<file path="config.mk">
export PLATFORM = sky130hd
export DESIGN_NAME = exhaustive_error_eval
export DESIGN_NICKNAME = d
export VERILOG_FILES = /design/src/rtl/exhaustive_error_eval.sv
export SDC_FILE = /design/constraint.sdc
export NUM_CORES = 1
export LEC_CHECK = 0
export ABC_AREA = 0
export CAP_MARGIN = 20
export CORE_MARGIN = 8
export CORE_UTILIZATION = 46
export CTS_CLUSTER_DIAMETER = 30
export CTS_CLUSTER_SIZE = 12
export DETAILED_ROUTE_END_ITERATION = 16
export PLACE_DENSITY = 0.76
export SLEW_MARGIN = 25
export SYNTH_ARGS = -nofsm -noshare
export SYNTH_HDL_FRONTEND = slang
export SYNTH_SLANG_ARGS = --single-unit
</file>
<file path="constraint.sdc">
create_clock -name clk -period 2.1 [get_ports clk]
set_clock_uncertainty 0.1 [all_clocks]
set_input_delay 0.42 -clock clk [delete_from_list [all_inputs] [get_ports clk]]
set_output_delay 0.42 -clock clk [all_outputs]
set_load 0.01 [all_outputs]
</file>
<file path="src/rtl/exhaustive_error_eval.sv">
// Exhaustive lock-step evaluator: sweeps every N_IN-bit pattern into an exact and an
// approximate netlist and accumulates mismatch count, Hamming sum, max |error| and a MISR.
module exhaustive_error_eval #(
  parameter int N_IN  = 7,
  parameter int N_OUT = 4,
  parameter int LAT   = 0,
  parameter int SIG_W = 32
) (
  input  logic                                 clk,
  input  logic                                 rst_n,
  input  logic                                 start,
  input  logic                                 abort,
  output logic [N_IN-1:0]                      pat_o,
  input  logic [N_OUT-1:0]                     po_exact_i,
  input  logic [N_OUT-1:0]                     po_approx_i,
  output logic                                 busy,
  output logic                                 done,
  output logic [N_IN:0]                        err_count,
  output logic [N_IN+$clog2(N_OUT+1)-1:0]      ham_sum,
  output logic [N_OUT-1:0]                     max_abs_err,
  output logic [SIG_W-1:0]                     signature
);

  localparam int PC_W  = $clog2(N_OUT+1);
  localparam int HAM_W = N_IN + PC_W;
  localparam logic [N_IN:0] LAST_PAT = {1'b0, {N_IN{1'b1}}};

  typedef enum logic [1:0] {
    IDLE  = 2'd0,
    RUN   = 2'd1,
    DRAIN = 2'd2,
    DONE  = 2'd3
  } state_e;

  function automatic logic [PC_W-1:0] popcount(input logic [N_OUT-1:0] v);
    logic [PC_W-1:0] pc;
    pc = '0;
    for (int i = 0; i < N_OUT; i++) begin
      pc = pc + PC_W'(v[i]);
    end
    return pc;
  endfunction

  function automatic logic [N_OUT-1:0] abs_diff(input logic [N_OUT-1:0] a,
                                                input logic [N_OUT-1:0] b);
    return (a >= b) ? (a - b) : (b - a);
  endfunction

  function automatic logic [SIG_W-1:0] misr_step(input logic [SIG_W-1:0] sig,
                                                 input logic [N_OUT-1:0] d);
    logic [SIG_W-1:0] fb;
    fb = sig[SIG_W-1] ? SIG_W'(32'h0040_0007) : SIG_W'(32'h0000_0000);
    return {sig[SIG_W-2:0], 1'b0} ^ fb ^ SIG_W'(d);
  endfunction

  state_e          state_q, state_d;
  logic [N_IN:0]   cnt_q, cnt_d;
  logic [3:0]      dcnt_q, dcnt_d;
  logic            busy_q, done_q;
  logic [N_IN:0]   err_q;
  logic [HAM_W-1:0] ham_q;
  logic [N_OUT-1:0] max_q;
  logic [SIG_W-1:0] sig_q;

  logic             go_s;
  logic             run_s;
  logic             sample_v_s;
  logic             acc_en_s;
  logic [N_OUT-1:0] diff_s;
  logic [N_OUT-1:0] absd_s;

  assign run_s  = (state_q == RUN);
  assign go_s   = start && !abort && ((state_q == IDLE) || (state_q == DONE));
  assign diff_s = po_exact_i ^ po_approx_i;
  assign absd_s = abs_diff(po_exact_i, po_approx_i);
  // A sample landing on an aborting edge is dropped so the partial results stay frozen.
  assign acc_en_s = sample_v_s && !abort;

  generate
    if (LAT == 0) begin : g_comb
      assign sample_v_s = run_s;
    end else begin : g_pipe
      logic [LAT-1:0] tag_q;

      // Valid-tag shift register tracking which cycles carry a pattern's outputs.
      always_ff @(posedge clk or negedge rst_n) begin
        if (!rst_n) begin
          tag_q <= '0;
        end else if (abort) begin
          tag_q <= '0;
        end else begin
          tag_q[0] <= run_s;
          for (int i = 1; i < LAT; i++) begin
            tag_q[i] <= tag_q[i-1];
          end
        end
      end

      assign sample_v_s = tag_q[LAT-1];
    end
  endgenerate

  // Sweep sequencing: abort dominates, start only honoured when not busy.
  always_comb begin
    state_d = state_q;
    cnt_d   = cnt_q;
    dcnt_d  = dcnt_q;
    if (abort) begin
      state_d = IDLE;
      cnt_d   = '0;
      dcnt_d  = 4'd0;
    end else begin
      case (state_q)
        IDLE, DONE: begin
          if (start) begin
            state_d = RUN;
            cnt_d   = '0;
          end else begin
            state_d = state_q;
          end
        end
        RUN: begin
          if (cnt_q == LAST_PAT) begin
            state_d = (LAT > 0) ? DRAIN : DONE;
            dcnt_d  = 4'd0;
          end else begin
            cnt_d = cnt_q + (N_IN+1)'(1);
          end
        end
        DRAIN: begin
          if (dcnt_q == 4'(LAT-1)) begin
            state_d = DONE;
          end else begin
            dcnt_d = dcnt_q + 4'd1;
          end
        end
        default: begin
          state_d = IDLE;
        end
      endcase
    end
  end

  // Control registers and registered status outputs.
  always_ff @(posedge clk or negedge rst_n) begin
    if (!rst_n) begin
      state_q <= IDLE;
      cnt_q   <= '0;
      dcnt_q  <= 4'd0;
      busy_q  <= 1'b0;
      done_q  <= 1'b0;
    end else begin
      state_q <= state_d;
      cnt_q   <= cnt_d;
      dcnt_q  <= dcnt_d;
      busy_q  <= (state_d == RUN) || (state_d == DRAIN);
      done_q  <= (state_d == DONE);
    end
  end

  // Error metric accumulators and approximate-output signature.
  always_ff @(posedge clk or negedge rst_n) begin
    if (!rst_n) begin
      err_q <= '0;
      ham_q <= '0;
      max_q <= '0;
      sig_q <= '0;
    end else if (go_s) begin
      err_q <= '0;
      ham_q <= '0;
      max_q <= '0;
      sig_q <= '0;
    end else if (acc_en_s) begin
      err_q <= err_q + (N_IN+1)'(diff_s != '0);
      ham_q <= ham_q + HAM_W'(popcount(diff_s));
      max_q <= (absd_s > max_q) ? absd_s : max_q;
      sig_q <= misr_step(sig_q, po_approx_i);
    end else begin
      err_q <= err_q;
      ham_q <= ham_q;
      max_q <= max_q;
      sig_q <= sig_q;
    end
  end

  assign pat_o       = cnt_q[N_IN-1:0];
  assign busy        = busy_q;
  assign done        = done_q;
  assign err_count   = err_q;
  assign ham_sum     = ham_q;
  assign max_abs_err = max_q;
  assign signature   = sig_q;

endmodule

</file>
# --- Word level (Yosys, flattened, before mapping) ---
# Cells that the tools add are included.
totals:
  register_bits: 70
  inputBits: 12
  out_inout_bits: 63
  word_cells: 75
classes:
  n_addsub: 9
  magnitude_cmp: 2
  n_eq_ne: 12
  muxes: 24
  bitwise_logic: 3
  reduce_logical: 16
op_table:
  columns: ["op", "count"]
  rows:
  - ["two-way mux 32 bit", 2]
  - ["two-way mux 8 bit", 5]
  - ["bitwise XOR 32 x 23 -> 32 bit", 1]
  - ["bitwise XOR 32 x 4 -> 32 bit", 1]
  - ["two-way mux 4 bit", 7]
  - ["two-way mux 23 bit", 1]
  - ["two-way mux 10 bit", 2]
  - ["one-hot mux 8 bit (2 select lines)", 1]
  - ["adder 10 x 3 -> 10 bit", 1]
  - ["inequality test 3 bit, second input constant", 3]
  - ["adder 8 x 1 -> 8 bit", 1]
  - ["adder 8 x 1 -> 8 bit, second input constant", 1]
  - ["== test 2 bit, second input constant", 4]
  - ["== test 8 x 7 -> 1 bit, second input constant", 1]
  - ["two-way mux 2 bit", 4]
  - ["one-hot mux 4 bit (2 select lines)", 1]
  - ["subtractor 4 bit", 2]
  - ["one-hot mux 2 bit (3 select lines)", 1]
  - ["AND reduction 3 bit", 2]
  - ["nonzero test 3 bit", 2]
  - ["adder 4 x 1 -> 4 bit, second input constant", 1]
  - ["== test 2 x 1 -> 1 bit, second input constant", 2]
  - ["== test 4 bit, second input constant", 1]
  - ["greater-or-equal comparator 4 bit", 1]
  - ["14 further kinds", 18]

# --- Longest topological paths before layout ---
# Gate-level depths: netlist (run 1).
depth:
  word_depth: 7
  depth_mapped: 16
  depth_no_buf: 16

# --- Least setup slack after synthesis (run 1) ---
# Ideal clock, no wire load.
synth_timing:
  kind: "in2reg"
  from: "in po_exact_i[0]"
  to: "reg max_q[0], in the netlist max_abs_err[0]"
  setup_ns: 0.137
  t_arrival_ns: 2.777
  slack_ns: -0.914
  stages: 15
  n_path_buf: 0
  path_cell_list: "inv_1 -> ha_1 -> inv_1 -> fa_1 -> a21oi_1 -> o211ai_2 -> mux2_1 -> xnor2_1 -> inv_1 -> ha_1 -> nand4_1 -> nand2_1 -> a21oi_2 -> mux2i_1 -> nor2_1"
synth_via:
  elab_chain_len: 5
  elab_cells_between_ends: 10
synth_lines:
  columns: ["item", "line_no", "rtl"]
  rows:
  - ["start: declaration", "14", "input logic [N_OUT-1:0] po_exact_i,"]
  - ["subtractor 4 bit or greater-or-equal comparator 4 bit (tied branches)", "46", "return (a >= b) ? (a - b) : (b - a);"]
  - ["two-way mux 4 bit (*)", "46", null]
  - ["greater-than comparator 4 bit or two-way mux 4 bit (tied branches)", "176", "max_q <= (absd_s > max_q) ? absd_s : max_q;"]
  - ["nonzero test 2 bit (no line) or two-way mux 4 bit (tied branches)", null, null]
  - ["AND reduction 2 bit (no line) or two-way mux 4 bit (tied branches)", null, null]
  - ["end signal: assignment", "176", null]
  - ["end signal: assignment", "181", "max_q <= max_q;"]
  - ["end: declaration", "62", "logic [N_OUT-1:0] max_q;"]
# Mark *: on every way between the ends. The rest lies on a longest branch, timed or not. The select of a mux whose other input is x is not followed.
# A chain may end at the register's enable or synchronous reset.

# --- Final worst setup path (run 1) ---
# Ends and elaborated chain as after synthesis.

==> load_flow_metrics.sql, run 1 <==
INSERT INTO impl_metrics (metric_group, metric, value, unit) VALUES
('grt', 'grt_antenna_before_repair', '0', ''),
('power', 'p_leak', '2.28', 'nW'),
('grt', 'gr-usage-all-layers', '0.170', ''),
('timing', 'maximum_frequency_from_static_timing_analysis', '0.355', 'GHz'),
('power', 'combinationalPowerShare', '0.323', ''),
('timing', 'timing.hold.ws', '356', 'ps'),
('timing', 'rsz0062_at_grt', 'yes', ''),
('route', 'route.vias.total', '2954', ''),
('route', 'dr_pass1_iterations', '4', ''),
('cells_and_area', 'drive_above_1_share', '0.208', ''),
('timing', 'final-hold-violation-count', '0', ''),
('clock_network', 'clk_pin_slew_worst_paths', '80', 'ps'),
('clock_network', 'cts_made_buffers', '9', ''),
('cells_and_area', 'multi_input_area', '0.00180', 'mm²'),
('power', 'power.share.sequential', '0.377', ''),
('synthesis', 'mappedNetlistArea', '0.00358', 'mm²'),
('cells_and_area', 'diodes', '0', ''),
('timing', 'final_worst_setup_slack', '-715', 'ps'),
('synthesis', 'synth.yosys.seq_area_share', '0.490', ''),
('clock_network', 'cts-htree-levels', '3', ''),
('cells_and_area', 'area_growth', '42.5', '%'),
('route', 'total_routed_length', '8990', 'µm'),
('die', 'vert_die_dim', '104', 'µm'),
('synthesis', 'synth.yosys.warnings', '0', ''),
('power', 'vdd_drop_max', '0.000508', 'V'),
('placed_design', 'placed_cells', '530', ''),
('die', 'die_area', '0.0109', 'mm²'),
('grt', 'first_global_vias', '3107', ''),
('die', 'start_util', '0.468', ''),
('setup_path', 'cp_common_cell', 'sky130_fd_sc_hd__ha_4', ''),
('grt', 'grt_first_pass_wirelength', '15200', 'µm'),
('clock_network', 'clock_insertion_delay_worst_skew', '350', 'ps'),
('cells_and_area', 'layout.nets', '482', ''),
('synthesis', 'synth_enable_flop_cells', '0', ''),
('power', 'switching_share', '0.316', ''),
('setup_path', 'cp_slowest_stage_delay', '350', 'ps'),
('grt', 'grt_max_degree', '71', ''),
('setup_path', 'worst-endpoint-required', '2240', 'ps'),
('clock_network', 'cts.path.max_buffers', '2', ''),
('setup_path', 'worstPathArrival', '2950', 'ps'),
('status', 'status', 'complete, but fails checks', ''),
('placed_design', 'post-dp-hpwl', '6240', 'µm'),
('power', 'power_switching', '0.00134', 'W'),
('power', 'cellInternalPower', '0.00290', 'W'),
('cells_and_area', 'fin_cells', '553', ''),
('synthesis', 'synth.top_cells.by_count', '70 x sky130_fd_sc_hd__dfrtp_1, 32 x sky130_fd_sc_hd__a22o_1, 28 x sky130_fd_sc_hd__nor2_1, 23 x sky130_fd_sc_hd__inv_1, 23 x sky130_fd_sc_hd__nand2_1', ''),
('synthesis', 'mappedNetlistNets', '376', ''),
('synthesis', 'fraction_of_post_synthesis_cell_area_in_the_top_cell_type_by_area', '0.490', ''),
('placed_design', 'detailedPlace.worstSlack', '-1490', 'ps'),
('cells_and_area', 'num-fill-cells', '594', ''),
('die', 'row_count', '32', ''),
('synthesis', 'ys_seq_elements', '70', ''),
('synthesis', 'netlist.top_cell.by_area', 'sky130_fd_sc_hd__dfrtp_1', ''),
('power', 'pwr-share-clk', '0.300', ''),
('clock_network', 'clock_sinks', '70', ''),
('route', 'route.antenna.remaining_nets', '0', ''),
('synthesis', 'syn_inst', '340', ''),
('timing', 'number_of_setup_violations_in_the_final_report', '14', ''),
('timing', 'timing_worst_slew_pin_value', '370', 'ps'),
('run', 'maxCapViolCount', '0', ''),
('grt', 'grt.overflow.total', '0', ''),
('synthesis', 'avgSynthCellArea', '10.5', 'µm²'),
('setup_path', 'critical_path.startpoint_type', 'primary input', ''),
('clock_network', 'ctsRootBufferMaster', 'sky130_fd_sc_hd__clkbuf_8', ''),
('hold_path', 'hp-class', 'in -> reg', ''),
('die', 'core-area', '0.00765', 'mm²'),
('setup_path', 'worstSetupPathType', 'in -> reg', ''),
('route', 'drtIter0Drc', '72', ''),
('synthesis', 'yosysMostFrequentCell', 'sky130_fd_sc_hd__dfrtp_1', ''),
('status', 'violations_in_the_final_reports', 'negative setup slack', ''),
('setup_path', 'timing.critical_path.slowest_stage_cell', 'sky130_fd_sc_hd__mux2_4', '');
-- logic make-up (layout without fill, tap and decap cells) --
group / Yosys count / in the layout / synth area share
AND/OR/NAND/NOR: 97 / 97 / 0.132
AO/OA/AOI/OAI: 82 / 82 / 0.165
flip-flops: 70 / 70 / 0.490
buffers and inverters: 41 / 152 / 0.0525
adder cells (fa/ha/maj): 24 / 24 / 0.0944
XOR/XNOR: 21 / 21 / 0.0514
multiplexers: 5 / 5 / 0.0147
-- area by class of cell --
| type | count | area share |
|---|---|---|
| flip-flops and latches | 70 | 0.344 |
| clock buffers | 11 | 0.0297 |
| repair buffers | 113 | 0.211 |
| well taps | 102 | 0.0250 |
| clock inverters | 5 | 0.0160 |
| inverters | 23 | 0.0213 |
| multi-input cells | 229 | 0.353 |
-- worst register-to-register path, cell delays in order, from the launching register on --
cell and delay, ps:
sky130_fd_sc_hd__dfrtp_1 340, sky130_fd_sc_hd__inv_1 60, sky130_fd_sc_hd__fa_1 500, sky130_fd_sc_hd__fa_2 380, sky130_fd_sc_hd__inv_2 70, sky130_fd_sc_hd__fa_2 420, sky130_fd_sc_hd__a22o_1 210
-- path summary, 6_finish.rpt --
| check | start | to | slack [ps] | depth (start not counted) |
|---|---|---|---|---|
| min in group asynchronous | rst_n | signature[17] | 510 | 3 |
| setup / recovery | po_exact_i[0] | max_abs_err[0] | -710 | 15 |
| hold reg to reg | cnt_q[7] | cnt_q[7] | 400 | 1 |
| max in group asynchronous | rst_n | done | 1090 | 3 |
| setup reg to reg | ham_sum[0] | ham_sum[1] | -70 | 6 |
| hold / removal | po_approx_i[0] | signature[0] | 360 | 4 |
-- power by group through the flow --
stage                     sequential, W  combinational (W)  clock [W]
after floorplan                 0.00164           0.000625          0
after global placement          0.00160            0.00119          0
after detailed placement        0.00161            0.00123          0
after CTS                       0.00159            0.00130    0.00130
after global routing            0.00162            0.00151    0.00134
final                           0.00160            0.00137    0.00127
-- placed cells by master (no fill, tap or decap), types with 3 or more instances in the layout --
| master | Yosys | layout |
|---|---|---|
| sky130_fd_sc_hd__o21ai_0 | 16 | 15 |
| sky130_fd_sc_hd__buf_4 | 7 | 32 |
| sky130_fd_sc_hd__xnor2_1 | 8 | 7 |
| sky130_fd_sc_hd__ha_4 | 0 | 8 |
| sky130_fd_sc_hd__o31ai_1 | 4 | 4 |
| sky130_fd_sc_hd__fa_2 | 0 | 3 |
| sky130_fd_sc_hd__a21o_1 | 3 | 3 |
| sky130_fd_sc_hd__nand2b_1 | 4 | 4 |
| sky130_fd_sc_hd__nand4_1 | 9 | 9 |
| sky130_fd_sc_hd__buf_6 | 0 | 5 |
| sky130_fd_sc_hd__ha_1 | 19 | 10 |
| sky130_fd_sc_hd__nand2_1 | 23 | 22 |
| sky130_fd_sc_hd__a22o_1 | 32 | 32 |
| sky130_fd_sc_hd__nor2_1 | 28 | 28 |
| sky130_fd_sc_hd__buf_12 | 0 | 3 |
| sky130_fd_sc_hd__o21ai_1 | 3 | 4 |
| sky130_fd_sc_hd__dfrtp_1 | 70 | 70 |
| sky130_fd_sc_hd__or3_1 | 3 | 3 |
| sky130_fd_sc_hd__clkbuf_8 | 0 | 11 |
| sky130_fd_sc_hd__nor2b_1 | 6 | 4 |
| sky130_fd_sc_hd__inv_2 | 0 | 3 |
| sky130_fd_sc_hd__nand3_1 | 11 | 11 |
| sky130_fd_sc_hd__clkdlybuf4s50_1 | 0 | 65 |
| sky130_fd_sc_hd__a21oi_2 | 2 | 3 |
| sky130_fd_sc_hd__a21oi_1 | 13 | 11 |
| sky130_fd_sc_hd__mux2i_1 | 3 | 3 |
| sky130_fd_sc_hd__inv_1 | 23 | 17 |
| sky130_fd_sc_hd__xor2_1 | 13 | 13 |
-- registers in the layout, indices dropped and copies added, names as in the netlist --
register / flops
cnt_q: 8
dcnt_q: 4
ham_sum: 10
state_q: 2
signature: 32
err_count: 8
done: 1
max_abs_err: 4
busy: 1
-- metal layers --
layer  track usage  wire length [µm]
met1         0.216              4210
met2         0.269              4180
met3        0.0465               454
met4        0.0683               148
met5             0                 0
-- per-stage QoR --
step | instance area, µm² | utilization | total power (W) | setup TNS (ps)
after global routing | 5100 | 0.667 | 0.00447 | -5080
after CTS | 5040 | 0.659 | 0.00419 | -3870
after global placement | 4700 | 0.614 | 0.00279 | -19530
final | 5100 | 0.667 | 0.00423 | -3920
after detailed placement | 4700 | 0.614 | 0.00284 | -20450
after floorplan | 3660 | - | 0.00226 | -4660
-- what timing repair did --
item                                    CTS  global route
endpoints found under the hold margin    42             0
hold buffers                              1             0
endpoints found under the setup margin   21            19
pin swaps                                18            18
gates resized for setup                  44            12
buffers inserted                          3             4
No activity file was read; power rests on OpenSTA's default activity.
==> run 2: changes to the inputs <==
CAP_MARGIN = 10   (was 20)
SKIP_CTS_REPAIR_TIMING = 1   (was not set)
==> run 2 against run 1 <==
The run still ends with negative setup slack left. Hold slack better by 45 ps. Non-clock buffer count down 4. Count of clock-buffer cells in the layout unchanged. Routed wire length down 2.1%. Cell count down 0.72%. Total power down 0.92%. First-iteration DRC count up 5.6%. Critical path depth up 1. Die area unchanged. Critical endpoint is now max_abs_err[1]. Highest routed layer unchanged.
==> load_flow_metrics.sql, run 2 (synthesis gave the netlist of run 1 again) <==
INSERT INTO impl_metrics (metric_group, metric, value, unit) VALUES
('status', 'status', 'complete, but fails checks', ''),
('status', 'violations_in_the_final_reports', 'negative setup slack', ''),
('hold_path', 'hold_end', 'cnt_q[7]', ''),
('cells_and_area', 'sequential_cell_area', '0.00175', 'mm²'),
('cells_and_area', 'drive_above_1_share', '0.199', ''),
('cells_and_area', 'fin_cells', '549', ''),
('die', 'start_util', '0.468', ''),
('setup_path', 'worstSetupPathType', 'in -> reg', ''),
('die', 'io-pin-count', '75', ''),
('hold_path', 'hp-class', 'reg -> reg', ''),
('power', 'vdd_drop_max', '0.000410', 'V'),
('route', 'drtIter0Drc', '76', ''),
('timing', 'maximum_frequency_from_static_timing_analysis', '0.359', 'GHz'),
('clock_network', 'clk_pin_slew_worst_paths', '70', 'ps'),
('route', 'met1Wirelength', '3960', 'µm'),
('hold_path', 'timing.hold.worst.start', 'cnt_q[7]', ''),
('route', 'routed-wl-met3', '486', 'µm'),
('clock_network', 'cts-htree-levels', '3', ''),
('cells_and_area', 'diodes', '0', ''),
('clock_network', 'clock_sinks', '70', ''),
('cells_and_area', 'num-fill-cells', '604', ''),
('power', 'p_leak', '2.29', 'nW'),
('run', 'maxCapViolCount', '0', ''),
('timing', 'final-max-slew-violation-count', '0', ''),
('route', 'route.antenna.remaining_nets', '0', ''),
('grt', 'grt_max_degree', '71', ''),
('die', 'vert_die_dim', '104', 'µm'),
('route', 'maxUsedRoutingLayer', 'met4', ''),
('die', 'die-width', '104', 'µm'),
('die', 'row_count', '32', ''),
('placed_design', 'post-dp-hpwl', '6240', 'µm'),
('timing', 'final-hold-violation-count', '0', ''),
('hold_path', 'whs_path_depth', '1', ''),
('setup_path', 'timing.critical_path.slowest_stage_cell', 'sky130_fd_sc_hd__fa_2', ''),
('setup_path', 'critPathCaptureType', 'flop', ''),
('setup_path', 'cp_slowest_stage_delay', '360', 'ps'),
('clock_network', 'clock_insertion_delay_worst_skew', '350', 'ps'),
('route', 'total_routed_length', '8800', 'µm'),
('timing', 'slew_headroom', '0.763', ''),
('cells_and_area', 'layout.nets', '478', ''),
('cells_and_area', 'layout_commonest_cell', 'sky130_fd_sc_hd__dfrtp_1', ''),
('placed_design', 'placed_cells', '530', ''),
('setup_path', 'reg2reg_depth', '6', ''),
('grt', 'grt_antenna_before_repair', '0', ''),
('cells_and_area', 'largest_register_ffs', '32', ''),
('timing', 'number_of_setup_violations_in_the_final_report', '13', ''),
('setup_path', 'worst_case_register_to_register_setup_slack', '-70', 'ps'),
('placed_design', 'dpl-instance-area', '0.00470', 'mm²'),
('timing', 'rsz0062_at_grt', 'yes', ''),
('power', 'power-per-cell-area', '829', 'mW/mm²'),
('route', 'dr_pass1_iterations', '4', ''),
('clock_network', 'cts.path.max_buffers', '2', ''),
('die', 'die_area', '0.0109', 'mm²'),
('power', 'finalPower', '0.00420', 'W'),
('setup_path', 'critical_path.startpoint_type', 'primary input', ''),
('grt', 'first_global_vias', '3061', ''),
('placed_design', 'place.gp.congestion', '0.873', ''),
('timing', 'timing_worst_slew_pin_value', '354', 'ps'),
('setup_path', 'worstReg2RegStart', 'ham_sum[0]', ''),
('grt', 'gr-usage-all-layers', '0.166', ''),
('setup_path', 'worstReg2RegEnd', 'ham_sum[1]', ''),
('grt', 'grt.overflow.total', '0', ''),
('route', 'dr_wl_met2', '4200', 'µm'),
('timing', 'timing.hold.ws', '400', 'ps'),
('timing', 'final_worst_setup_slack', '-686', 'ps'),
('setup_path', 'cp_cell_sequence', 'buf_12 > inv_12 > ha_4 > inv_4 > fa_2 > a21oi_2 > o211ai_2 > buf_4 > mux2_4 > ha_4 > nor2b_4 > o211ai_1 > a21oi_4 > nor2_1 > a21oi_1 > nor2_1', ''),
('clock_network', 'ctsRootBufferMaster', 'sky130_fd_sc_hd__clkbuf_8', ''),
('route', 'routed_length_per_placed_instance', '16.0', 'µm'),
('clock_network', 'cts_made_buffers', '9', ''),
('grt', 'grt_first_pass_wirelength', '14900', 'µm'),
('route', 'route.detailed.drc', '0', ''),
('route', 'vias_per_cell', '5.38', ''),
('placed_design', 'port_buffers', '74', ''),
('setup_path', 'worstPathArrival', '2920', 'ps'),
('setup_path', 'worst-path-max-fanout', '7', ''),
('timing', 'final_period_minus_worst_setup_slack', '2790', 'ps'),
('die', 'core-area', '0.00765', 'mm²'),
('clock_network', 'tritoncts', 'built', ''),
('route', 'route.vias.total', '2956', ''),
('cells_and_area', 'multi_input_area', '0.00179', 'mm²'),
('cells_and_area', 'finish.instance_area', '0.00506', 'mm²'),
('setup_path', 'worst-endpoint-required', '2230', 'ps'),
('cells_and_area', 'area_growth', '41.5', '%'),
('cells_and_area', 'most-common-layout-cells', '70 x sky130_fd_sc_hd__dfrtp_1, 65 x sky130_fd_sc_hd__clkdlybuf4s50_1, 32 x sky130_fd_sc_hd__a22o_1, 30 x sky130_fd_sc_hd__buf_4, 28 x sky130_fd_sc_hd__nor2_1', ''),
('cells_and_area', 'final_core_utilization', '0.662', ''),
('timing', 'layout_worst_path_cycle_share', '1.33', '');
## run 2: worst max-delay path by stage
stage                              from        endpoint  slack, ps  cells after the start
final                     po_exact_i[0]  max_abs_err[1]       -690                     16
after global routing      po_exact_i[0]  max_abs_err[1]       -820                     16
after global placement    po_exact_i[0]  max_abs_err[0]      -1390                     15
after floorplan           po_exact_i[0]  max_abs_err[0]       -730                     14
after CTS                 po_exact_i[0]  max_abs_err[3]      -1130                     14
after detailed placement  po_exact_i[0]  max_abs_err[3]      -1490                     14
## run 2: critical path, delay by kind of cell
kind                     cells  cell delay, ps
multiplexers                 1             320
buffers and inverters        4             340
AND/OR/NAND/NOR              3             260
adder cells (fa/ha/maj)      3             750
AO/OA/AOI/OAI                5             810
## run 2: layer usage
| metal | vias up | GRT usage |
|---|---|---|
| met5 | - | 0 |
| met4 | 0 | 0.0703 |
| met3 | 13 | 0.0452 |
| met2 | 78 | 0.262 |
| met1 | 1477 | 0.209 |
| li1 | 1388 | - |
## run 2: layout make-up
class | instances | area share
clock inverter | 5 | 0.0161
sequential | 70 | 0.346
tap | 102 | 0.0252
clock buffer | 11 | 0.0299
multi-input combinational | 229 | 0.353
timing repair buffer | 109 | 0.208
inverter | 23 | 0.0215
## run 2: per-stage QoR
stage | TNS [ps] | worst slack (ps)
6_report | -4770 | -686
5_1_grt | -5930 | -820
4_1_cts | -12560 | -1130
3_5_place_dp | -20450 | -1490
3_3_place_gp | -19530 | -1390
2_1_floorplan | -4660 | -726
## run 2: power breakdown
part	switching [W]	internal [W]	total (W)	leakage (nW)
combinational	0.000653	0.000680	0.00133	1.21
clock	0.000536	0.000734	0.00127	0.116
sequential	0.000128	0.00147	0.00159	0.968
total	0.00132	0.00288	0.00420	2.29
